--- src/rtl/mem_bus_initiator.sv ---
// Native memory bus initiator: queues read/write commands, issues them one at a
// time with a response timeout, and returns read data / error on a response port.
module mem_bus_initiator #(
   parameter int unsigned CMD_DEPTH = 4,
   parameter int unsigned TIMEOUT   = 16,
   parameter logic [31:0] ERR_RDATA = 32'hDEAD_BEEF
) (
   input  logic        clk,
   input  logic        rst_n,
   input  logic        cmd_valid,
   output logic        cmd_ready,
   input  logic [31:0] cmd_addr,
   input  logic [31:0] cmd_wdata,
   input  logic [3:0]  cmd_wstrb,
   output logic        rsp_valid,
   input  logic        rsp_ready,
   output logic [31:0] rsp_rdata,
   output logic        rsp_err,
   output logic        mem_valid,
   output logic [31:0] mem_addr,
   output logic [31:0] mem_wdata,
   output logic [3:0]  mem_wstrb,
   input  logic [31:0] mem_rdata,
   input  logic        mem_ready,
   output logic        busy
);

   localparam int unsigned ADDR_W = 32;
   localparam int unsigned DATA_W = 32;
   localparam int unsigned STRB_W = 4;
   localparam int unsigned PTR_W  = (CMD_DEPTH > 1) ? $clog2(CMD_DEPTH) : 1;
   localparam int unsigned CNT_W  = $clog2(CMD_DEPTH + 1);
   localparam int unsigned TMO_W  = $clog2(TIMEOUT + 1);

   typedef enum logic [1:0] {S_IDLE, S_REQ, S_WAIT, S_RESP} state_t;

   state_t state_q, state_d;

   logic [ADDR_W-1:0] fifo_addr  [CMD_DEPTH];
   logic [DATA_W-1:0] fifo_wdata [CMD_DEPTH];
   logic [STRB_W-1:0] fifo_wstrb [CMD_DEPTH];
   logic [PTR_W-1:0]  wr_ptr_q, rd_ptr_q;
   logic [CNT_W-1:0]  count_q, count_d;
   logic              full, empty, push, pop;

   logic [TMO_W-1:0]  tmo_q, tmo_d;
   logic              mem_valid_d, rsp_valid_d, rsp_err_d, busy_d;
   logic [ADDR_W-1:0] mem_addr_d;
   logic [DATA_W-1:0] mem_wdata_d, rsp_rdata_d;
   logic [STRB_W-1:0] mem_wstrb_d;
   logic              is_read;

   assign full      = (count_q == CNT_W'(CMD_DEPTH));
   assign empty     = (count_q == '0);
   assign cmd_ready = !full;
   assign push      = cmd_valid && !full;
   assign pop       = (state_q == S_IDLE) && !empty;
   assign is_read   = (mem_wstrb == '0);

   always_comb begin
      count_d = count_q;
      case ({push, pop})
         2'b10:   count_d = count_q + CNT_W'(1);
         2'b01:   count_d = count_q - CNT_W'(1);
         default: count_d = count_q;
      endcase
   end

   // Command storage; contents are don't-care until written, so no reset
   always_ff @(posedge clk) begin
      if (push) begin
         fifo_addr[wr_ptr_q]  <= cmd_addr;
         fifo_wdata[wr_ptr_q] <= cmd_wdata;
         fifo_wstrb[wr_ptr_q] <= cmd_wstrb;
      end
   end

   always_ff @(posedge clk) begin
      if (!rst_n) begin
         wr_ptr_q <= '0;
         rd_ptr_q <= '0;
         count_q  <= '0;
      end else begin
         if (push) wr_ptr_q <= wr_ptr_q + PTR_W'(1);
         if (pop)  rd_ptr_q <= rd_ptr_q + PTR_W'(1);
         count_q <= count_d;
      end
   end

   always_ff @(posedge clk) begin
      if (!rst_n) state_q <= S_IDLE;
      else        state_q <= state_d;
   end

   always_comb begin
      state_d = state_q;
      case (state_q)
         S_IDLE:  if (!empty) state_d = S_REQ;
         S_REQ:   state_d = S_WAIT;
         S_WAIT:  if (mem_ready || (tmo_q == TMO_W'(TIMEOUT))) state_d = S_RESP;
         S_RESP:  if (rsp_ready) state_d = S_IDLE;
         default: state_d = S_IDLE;
      endcase
   end

   // REQ ignores mem_ready: a responder may still show ready from the previous access
   always_comb begin
      mem_valid_d = mem_valid;
      mem_addr_d  = mem_addr;
      mem_wdata_d = mem_wdata;
      mem_wstrb_d = mem_wstrb;
      rsp_valid_d = rsp_valid;
      rsp_rdata_d = rsp_rdata;
      rsp_err_d   = rsp_err;
      tmo_d       = tmo_q;
      case (state_q)
         S_IDLE: begin
            if (!empty) begin
               mem_valid_d = 1'b1;
               mem_addr_d  = fifo_addr[rd_ptr_q];
               mem_wdata_d = fifo_wdata[rd_ptr_q];
               mem_wstrb_d = fifo_wstrb[rd_ptr_q];
            end
         end
         S_REQ: tmo_d = TMO_W'(1);
         S_WAIT: begin
            if (mem_ready) begin
               mem_valid_d = 1'b0;
               rsp_valid_d = 1'b1;
               rsp_err_d   = 1'b0;
               rsp_rdata_d = is_read ? mem_rdata : '0;
            end else if (tmo_q == TMO_W'(TIMEOUT)) begin
               mem_valid_d = 1'b0;
               rsp_valid_d = 1'b1;
               rsp_err_d   = 1'b1;
               rsp_rdata_d = is_read ? ERR_RDATA : '0;
            end else begin
               tmo_d = tmo_q + TMO_W'(1);
            end
         end
         S_RESP: if (rsp_ready) rsp_valid_d = 1'b0;
         default: ;
      endcase
      busy_d = (state_d != S_IDLE) || (count_d != '0);
   end

   always_ff @(posedge clk) begin
      if (!rst_n) begin
         mem_valid <= 1'b0;
         mem_addr  <= '0;
         mem_wdata <= '0;
         mem_wstrb <= '0;
         rsp_valid <= 1'b0;
         rsp_rdata <= '0;
         rsp_err   <= 1'b0;
         busy      <= 1'b0;
         tmo_q     <= '0;
      end else begin
         mem_valid <= mem_valid_d;
         mem_addr  <= mem_addr_d;
         mem_wdata <= mem_wdata_d;
         mem_wstrb <= mem_wstrb_d;
         rsp_valid <= rsp_valid_d;
         rsp_rdata <= rsp_rdata_d;
         rsp_err   <= rsp_err_d;
         busy      <= busy_d;
         tmo_q     <= tmo_d;
      end
   end

endmodule

--- config.mk ---
export PLATFORM = sky130hd
export DESIGN_NAME = mem_bus_initiator
export DESIGN_NICKNAME = d
export VERILOG_FILES = /design/src/rtl/mem_bus_initiator.sv
export SDC_FILE = /design/constraint.sdc
export NUM_CORES = 1
export LEC_CHECK = 0
export CORE_MARGIN = 5
export CORE_UTILIZATION = 56
export DETAILED_ROUTE_END_ITERATION = 10
export DONT_BUFFER_PORTS = 1
export PLACE_DENSITY = 0.8
export SLEW_MARGIN = 25
export SYNTH_ARGS = -nofsm -noshare
export SYNTH_HDL_FRONTEND = slang
export SYNTH_SLANG_ARGS = --single-unit
--- constraint.sdc ---
create_clock -name clk -period 2.66 [get_ports clk]
set_input_delay 0.532 -clock clk [delete_from_list [all_inputs] [get_ports clk]]
set_output_delay 0.532 -clock clk [all_outputs]
set_load 0.01 [all_outputs]
==> results of run 1 <==
cell type report:
cell class / count / area (um^2) / share of cell area
flip-flops and latches: 390 / 10500 / 0.667
multi-input cells: 384 / 3330 / 0.211
clock buffers: 57 / 1100 / 0.0699
well taps: 330 / 413 / 0.0261
repair buffers: 21 / 258 / 0.0163
clock inverters: 12 / 100 / 0.00634
inverters: 13 / 50.0 / 0.00317
flip-flops by register name, indices dropped and copies added (netlist names), 2 cells and up:
register and cells:
rd_ptr_q 2, rsp_rdata 32, count_q 3, mem_wstrb 4, mem_addr 32, state_q 2
fifo_wdata 128, mem_wdata 32, fifo_addr 128, wr_ptr_q 2, fifo_wstrb 16, tmo_q 5
power by group:
part / internal (mW) / leakage, nW / total (mW) / switching [mW]
registers: 7.60 / 3.46 / 8.56 / 0.961
logic: 1.46 / 1.13 / 3.55 / 2.10
clock network: 2.98 / 0.593 / 5.12 / 2.14
total: 12.0 / 5.19 / 17.2 / 5.19
logic make-up (layout without fill, tap and decap cells):
kind of cell               Yosys count  after routing
adders and majority gates            8              8
buffers and inverters               62            103
muxes                               68             68
xor gates and xnor gates             8              8
and+or+nand+nor                    183            183
AOI/OAI and AO/OA                  117            117
DFF                                390            390
worst paths after layout:
kind                  from                 to  slack, ns
max             count_q[2]               busy       0.24
min          cmd_wdata[10]  fifo_wdata[2][10]       0.11
max reg2reg     count_q[2]               busy       0.24
min reg2reg   mem_addr[20]       mem_addr[20]       0.50
layout by cell type (no fill, tap or decap), types with 2 or more instances in the layout:
master / synthesis / layout
nand3_1: 2 / 2
buf_12: 0 / 8
dfxtp_4: 0 / 2
and3_1: 6 / 2
edfxtp_1: 272 / 272
nand2_1: 141 / 141
mux4_2: 68 / 68
clkbuf_16: 0 / 39
a22o_1: 10 / 10
clkinv_1: 0 / 4
and3_4: 0 / 4
clkbuf_8: 0 / 6
xor2_1: 6 / 6
and2_1: 2 / 2
buf_4: 2 / 13
ha_1: 7 / 7
o221a_2: 24 / 24
clkbuf_1: 19 / 12
o2111ai_1: 2 / 2
clkinv_2: 0 / 5
nor2_1: 13 / 13
xnor2_1: 2 / 2
nand3b_1: 4 / 4
inv_1: 11 / 11
a21oi_1: 72 / 72
or3_1: 2 / 2
nor3_1: 3 / 3
dfxtp_1: 118 / 116
per-stage QoR:
step | setup WS (ns) | util
finish | 0.245 | 0.631
global route | 0.0870 | 0.631
CTS | 0.250 | 0.631
detailed placement | 0.261 | 0.583
global placement | 0.297 | 0.583
floorplan | 0.241 | -
per-layer routing:
metal	GRT usage	vias up	wire length, um	share of wire
met5	0	-	0	0
met4	0.0462	0	407	0.015
met3	0.0656	34	2930	0.11
met2	0.321	282	13400	0.48
met1	0.259	3557	11000	0.40
li1	-	3221	-	-
==> results.py, run 1 <==
metrics = {
    "logic_synthesis": {
        "yosysSeqAreaShare": 0.745,
        "synth_cell_types": 43,
        "synthXorXnorAreaFrac": 0.00495,
        "synth_top_family_by_area": "multiplexers",
        "synth_compound_area_frac": 0.0579,
        "synth_area_mm2": 0.0141,
        "syn_avg_cell_area_um2": 16.9,
        "async_flop_share": 0,
        "ys_ff_latch": 390,
        "synth_area_leader_cell": "edfxtp_1",
        "synth_fp_nets": 949,
        "synth_mux_area_frac": 0.108,
        "ys_warn_count": 0,
        "synth_fa_ha_area_frac": 0.00761,
        "synth.area.top_cells": "edfxtp_1, dfxtp_1, mux4_2, nand2_1, a21oi_1",
        "synthMostInstantiatedCell": "edfxtp_1",
        "synth_flop_cell": "edfxtp_1",
        "synth_simple_gate_area_frac": 0.0550,
        "synthCells": 836,
        "synth-edff-count": 272,
        "synth_top_area_frac": 0.578,
        "synth_common_cells": "edfxtp_1, nand2_1, dfxtp_1, a21oi_1, mux4_2",
    },
    "routing": {
        "drt_first_pass_iters": 4,
        "drt-total-wl_um": 27800,
        "antenna_left": 0,
        "wl_per_cell_um": 23.0,
        "drtIter0Drc": 398,
        "vias": 7094,
        "via_per_inst": 5.88,
        "drc_errors": 0,
    },
    "pwr": {
        "vdd_drop_max_uv": 1230,
        "finalPower_mw": 17.2,
        "cellPowerDensity_mw_per_mm2": 1090,
        "p_leak_nw": 5.19,
    },
    "timing": {
        "hold_viol": 0,
        "fin_crit_ns": 2.42,
        "hold_ws_ns": 0.105,
        "skew_ns": 0.0164,
        "slew_viol_final": 0,
        "rsz0062_at_grt": "false",
        "finalCritPeriodShare": 0.908,
        "slew_headroom": 0.383,
        "setup_tns_ns": 0,
        "tightest_slew_ns": 0.925,
        "finalSetupViolCount": 0,
        "fmax_mhz": 414,
    },
    "die": {
        "dieArea_mm2": 0.0285,
        "pin_count": 210,
        "die-width_um": 169,
        "start_util": 0.565,
        "core.rowCount": 58,
        "fp.dieH_um": 169,
        "core_mm2": 0.0250,
    },
    "cells_and_area": {
        "fin_cells": 1207,
        "area_growth_pct": 11.7,
        "drive_above_1_share": 0.205,
        "fin_area_mm2": 0.0158,
        "n_antenna_cell": 0,
        "finalNetCount": 961,
        "num-fill-cells": 1754,
    },
    "clock_network": {
        "numCtsBuffers": 38,
        "htree_levels": 2,
        "cts_resized": 0,
        "cts_tree": "built",
        "cts_sinks": 390,
        "clk_latency_ns": 0.52,
        "cts_hold_buffers": 0,
        "cts_setup_buffers": 0,
        "clockBufferDepth": 3,
        "clk_pin_slew_ns": 0.07,
        "clockRootBuffer": "clkbuf_16",
    },
    "setup_path": {
        "slowest_stage": "fa_1",
        "crit_buf_inv": 2,
        "crit_required_ns": 3.07,
        "cp-end-kind": "register",
        "worstSetupPathType": "reg2reg",
        "max_stage_delay_ns": 0.50,
        "crit_path_start_kind": "register",
        "crit_chain": "or3b_1, and2_1, inv_1, ha_1, inv_1, fa_1, nand3b_1, a31o_2, a211o_1",
        "path_common_cell": "inv_1",
        "crit_family": "adder cells",
        "cp_max_fo": 3,
        "r2r_cells": 9,
        "critical_path_depth": 9,
        "arrival_ns": 2.82,
    },
    "global_routing": {
        "grt_max_degree": 71,
        "antenna_found_initial": 0,
        "grt_pass1_vias": 7525,
        "grt_first_pass_wirelength_um": 43800,
        "grt.total_usage": 0.196,
        "overflow": 0,
    },
    "placement": {
        "numPortBuffers": 0,
        "gp_congestion": 0.760,
        "place_hpwl_um": 16600,
        "placedCellCount": 1138,
        "placed_area_mm2": 0.0146,
    },
    "status": {
        "status": "complete, no violations",
    },
    "hold_path": {
        "hold_path.class": "in2reg",
        "hold_path_depth": 0,
    },
    "job": {
        "drv_cap": 0,
    },
}
Note: power is estimated with default switching activity, not from simulation.
==> run 2: changes to the inputs <==
--- a/config.mk
+++ b/config.mk
@@ -5,7 +5,7 @@
 export SDC_FILE = /design/constraint.sdc
 export NUM_CORES = 1
 export LEC_CHECK = 0
-export CORE_MARGIN = 5
+export CORE_MARGIN = 1.5
 export CORE_UTILIZATION = 56
 export DETAILED_ROUTE_END_ITERATION = 10
 export DONT_BUFFER_PORTS = 1
==> run 2 against run 1 <==
Clock power grew 1%. Fmax shrank 0.19%. Global-route usage grew 2.0 points. Critical path type unchanged. Largest cell class unchanged.
==> results.py, run 2 (same netlist as run 1, synthesis figures left out) <==
metrics = {
    "status": {
        "status": "complete, no violations",
    },
    "clock_network": {
        "clk_pin_slew_ns": 0.06,
        "numCtsBuffers": 38,
        "cts_setup_buffers": 0,
        "clk_latency_ns": 0.54,
        "cts_resized": 0,
        "cts_hold_buffers": 0,
        "clockRootBuffer": "clkbuf_16",
        "cts_sinks": 390,
        "cts_tree": "built",
        "htree_levels": 2,
        "clockBufferDepth": 3,
    },
    "global_routing": {
        "grt_max_degree": 71,
        "overflow": 0,
        "grt.total_usage": 0.216,
        "antenna_found_initial": 0,
        "grt_first_pass_wirelength_um": 42800,
        "grt_pass1_vias": 7684,
    },
    "routing": {
        "drc_errors": 0,
        "drt-total-wl_um": 27700,
        "vias": 7233,
        "drt_first_pass_iters": 5,
        "drtIter0Drc": 486,
        "via_per_inst": 6.00,
        "antenna_left": 0,
        "wl_per_cell_um": 23.0,
    },
    "die": {
        "pin_count": 210,
        "start_util": 0.576,
        "dieArea_mm2": 0.0262,
        "fp.dieH_um": 162,
        "core.rowCount": 57,
        "die-width_um": 162,
        "core_mm2": 0.0245,
    },
    "placement": {
        "pre_cts_ws_ns": 0.246,
        "place_hpwl_um": 16700,
        "numPortBuffers": 0,
        "gp_congestion": 0.784,
        "placed_area_mm2": 0.0146,
    },
    "cells_and_area": {
        "layout_common_cells": "edfxtp_1, nand2_1, dfxtp_1",
        "area_growth_pct": 12.1,
        "finalNetCount": 964,
        "final_common_cell": "edfxtp_1",
        "n_antenna_cell": 0,
        "largest_registers": "fifo_addr (128), fifo_wdata (128)",
        "drive_above_1_share": 0.212,
        "fin_area_mm2": 0.0159,
    },
    "hold_path": {
        "hold_path_end": "fifo_wdata[3][10]",
        "hold_path_depth": 0,
        "hold_path.class": "in2reg",
        "hp-start": "cmd_wdata[10]",
    },
    "setup_path": {
        "reg2reg_to": "busy",
        "arrival_ns": 2.82,
        "crit_required_ns": 3.06,
        "cp_max_fo": 3,
        "cp-end-kind": "register",
        "crit_path_start_kind": "register",
        "reg2reg_from": "count_q[2]",
        "r2r_cells": 9,
        "worstSetupPathType": "reg2reg",
        "r2r_slack_ns": 0.24,
    },
    "pwr": {
        "pwr-share-seq": 0.495,
        "p_leak_nw": 5.22,
        "pwr-share-clk": 0.299,
        "finalPower_mw": 17.3,
        "p_int_mw": 12.1,
        "vdd_drop_max_uv": 948,
        "comb_power_share": 0.206,
        "cellPowerDensity_mw_per_mm2": 1090,
        "p_sw_frac": 0.303,
        "netSwitchingPower_mw": 5.25,
    },
    "timing": {
        "fmax_mhz": 413,
        "setup_ws_ns": 0.240,
        "setup_tns_ns": 0,
        "finalSetupViolCount": 0,
        "skew_ns": 0.0298,
        "finalCritPeriodShare": 0.910,
        "slew_headroom": 0.396,
        "rsz0062_at_grt": "false",
        "fin_crit_ns": 2.42,
        "slew_viol_final": 0,
        "tightest_slew_ns": 0.907,
        "hold_viol": 0,
    },
    "job": {
        "drv_cap": 0,
    },
}
[run 2: cell types whose count changed in the layout (fill, tap and decap cells not counted), sizes merged]
cell	change
inv	-1
clkbuf	-10
buf	+3
clkinv	+10
bufinv	+2
[run 2: stage by stage]
step | util | cells | hold WS, ns
2_1_floorplan | - | 836 | 0.469
3_3_place_gp | 0.596 | 1135 | 0.492
3_5_place_dp | 0.596 | 1135 | 0.495
4_1_cts | 0.646 | 1205 | 0.0653
5_1_grt | 0.646 | 1205 | 0.0655
6_report | 0.646 | 1205 | 0.0870
[run 2: power by group through the flow]
stage | logic (mW) | registers (mW) | clock network (mW)
floorplan | 2.81 | 8.34 | 0
detailed placement | 3.60 | 8.70 | 0
CTS | 3.63 | 8.59 | 5.30
global route | 3.93 | 8.70 | 5.54
finish | 3.57 | 8.57 | 5.19
global placement | 3.52 | 8.66 | 0
[run 2: worst max path at each step]
| stage | end | cells after the start | start | slack (ns) |
|---|---|---|---|---|
| 2_1_floorplan | busy | 12 | state_q[0] | 0.24 |
| 3_3_place_gp | busy | 9 | count_q[2] | 0.31 |
| 3_5_place_dp | busy | 10 | count_q[2] | 0.25 |
| 4_1_cts | busy | 10 | count_q[2] | 0.24 |
| 5_1_grt | busy | 10 | count_q[2] | 0.06 |
| 6_report | busy | 9 | count_q[2] | 0.24 |
[run 2: routing by layer]
layer / global-route usage / share of wire / up-vias
li1: - / - / 3222
met5: 0 / 0 / -
met3: 0.0728 / 0.099 / 33
met2: 0.380 / 0.51 / 290
met4: 0.0575 / 0.020 / 0
met1: 0.255 / 0.37 / 3688
[run 2: area by class of cell]
type	count	area [um^2]
Multi-Input combinational cell	384	3330
Sequential cell	390	10500
Fill cell	1666	8680
Tap cell	324	405
Timing Repair Buffer	24	305
Inverter	13	50.0
Clock inverter	23	228
Clock buffer	47	995
[run 2: worst max-delay path, cell delays in order, from the launching register on]
cell and delay [ns]:
dfxtp_1 0.36, or3b_1 0.39, and2_1 0.21, inv_1 0.08
ha_1 0.18, inv_1 0.06, fa_1 0.51, nand3b_1 0.08
a31o_2 0.23, a211o_1 0.22
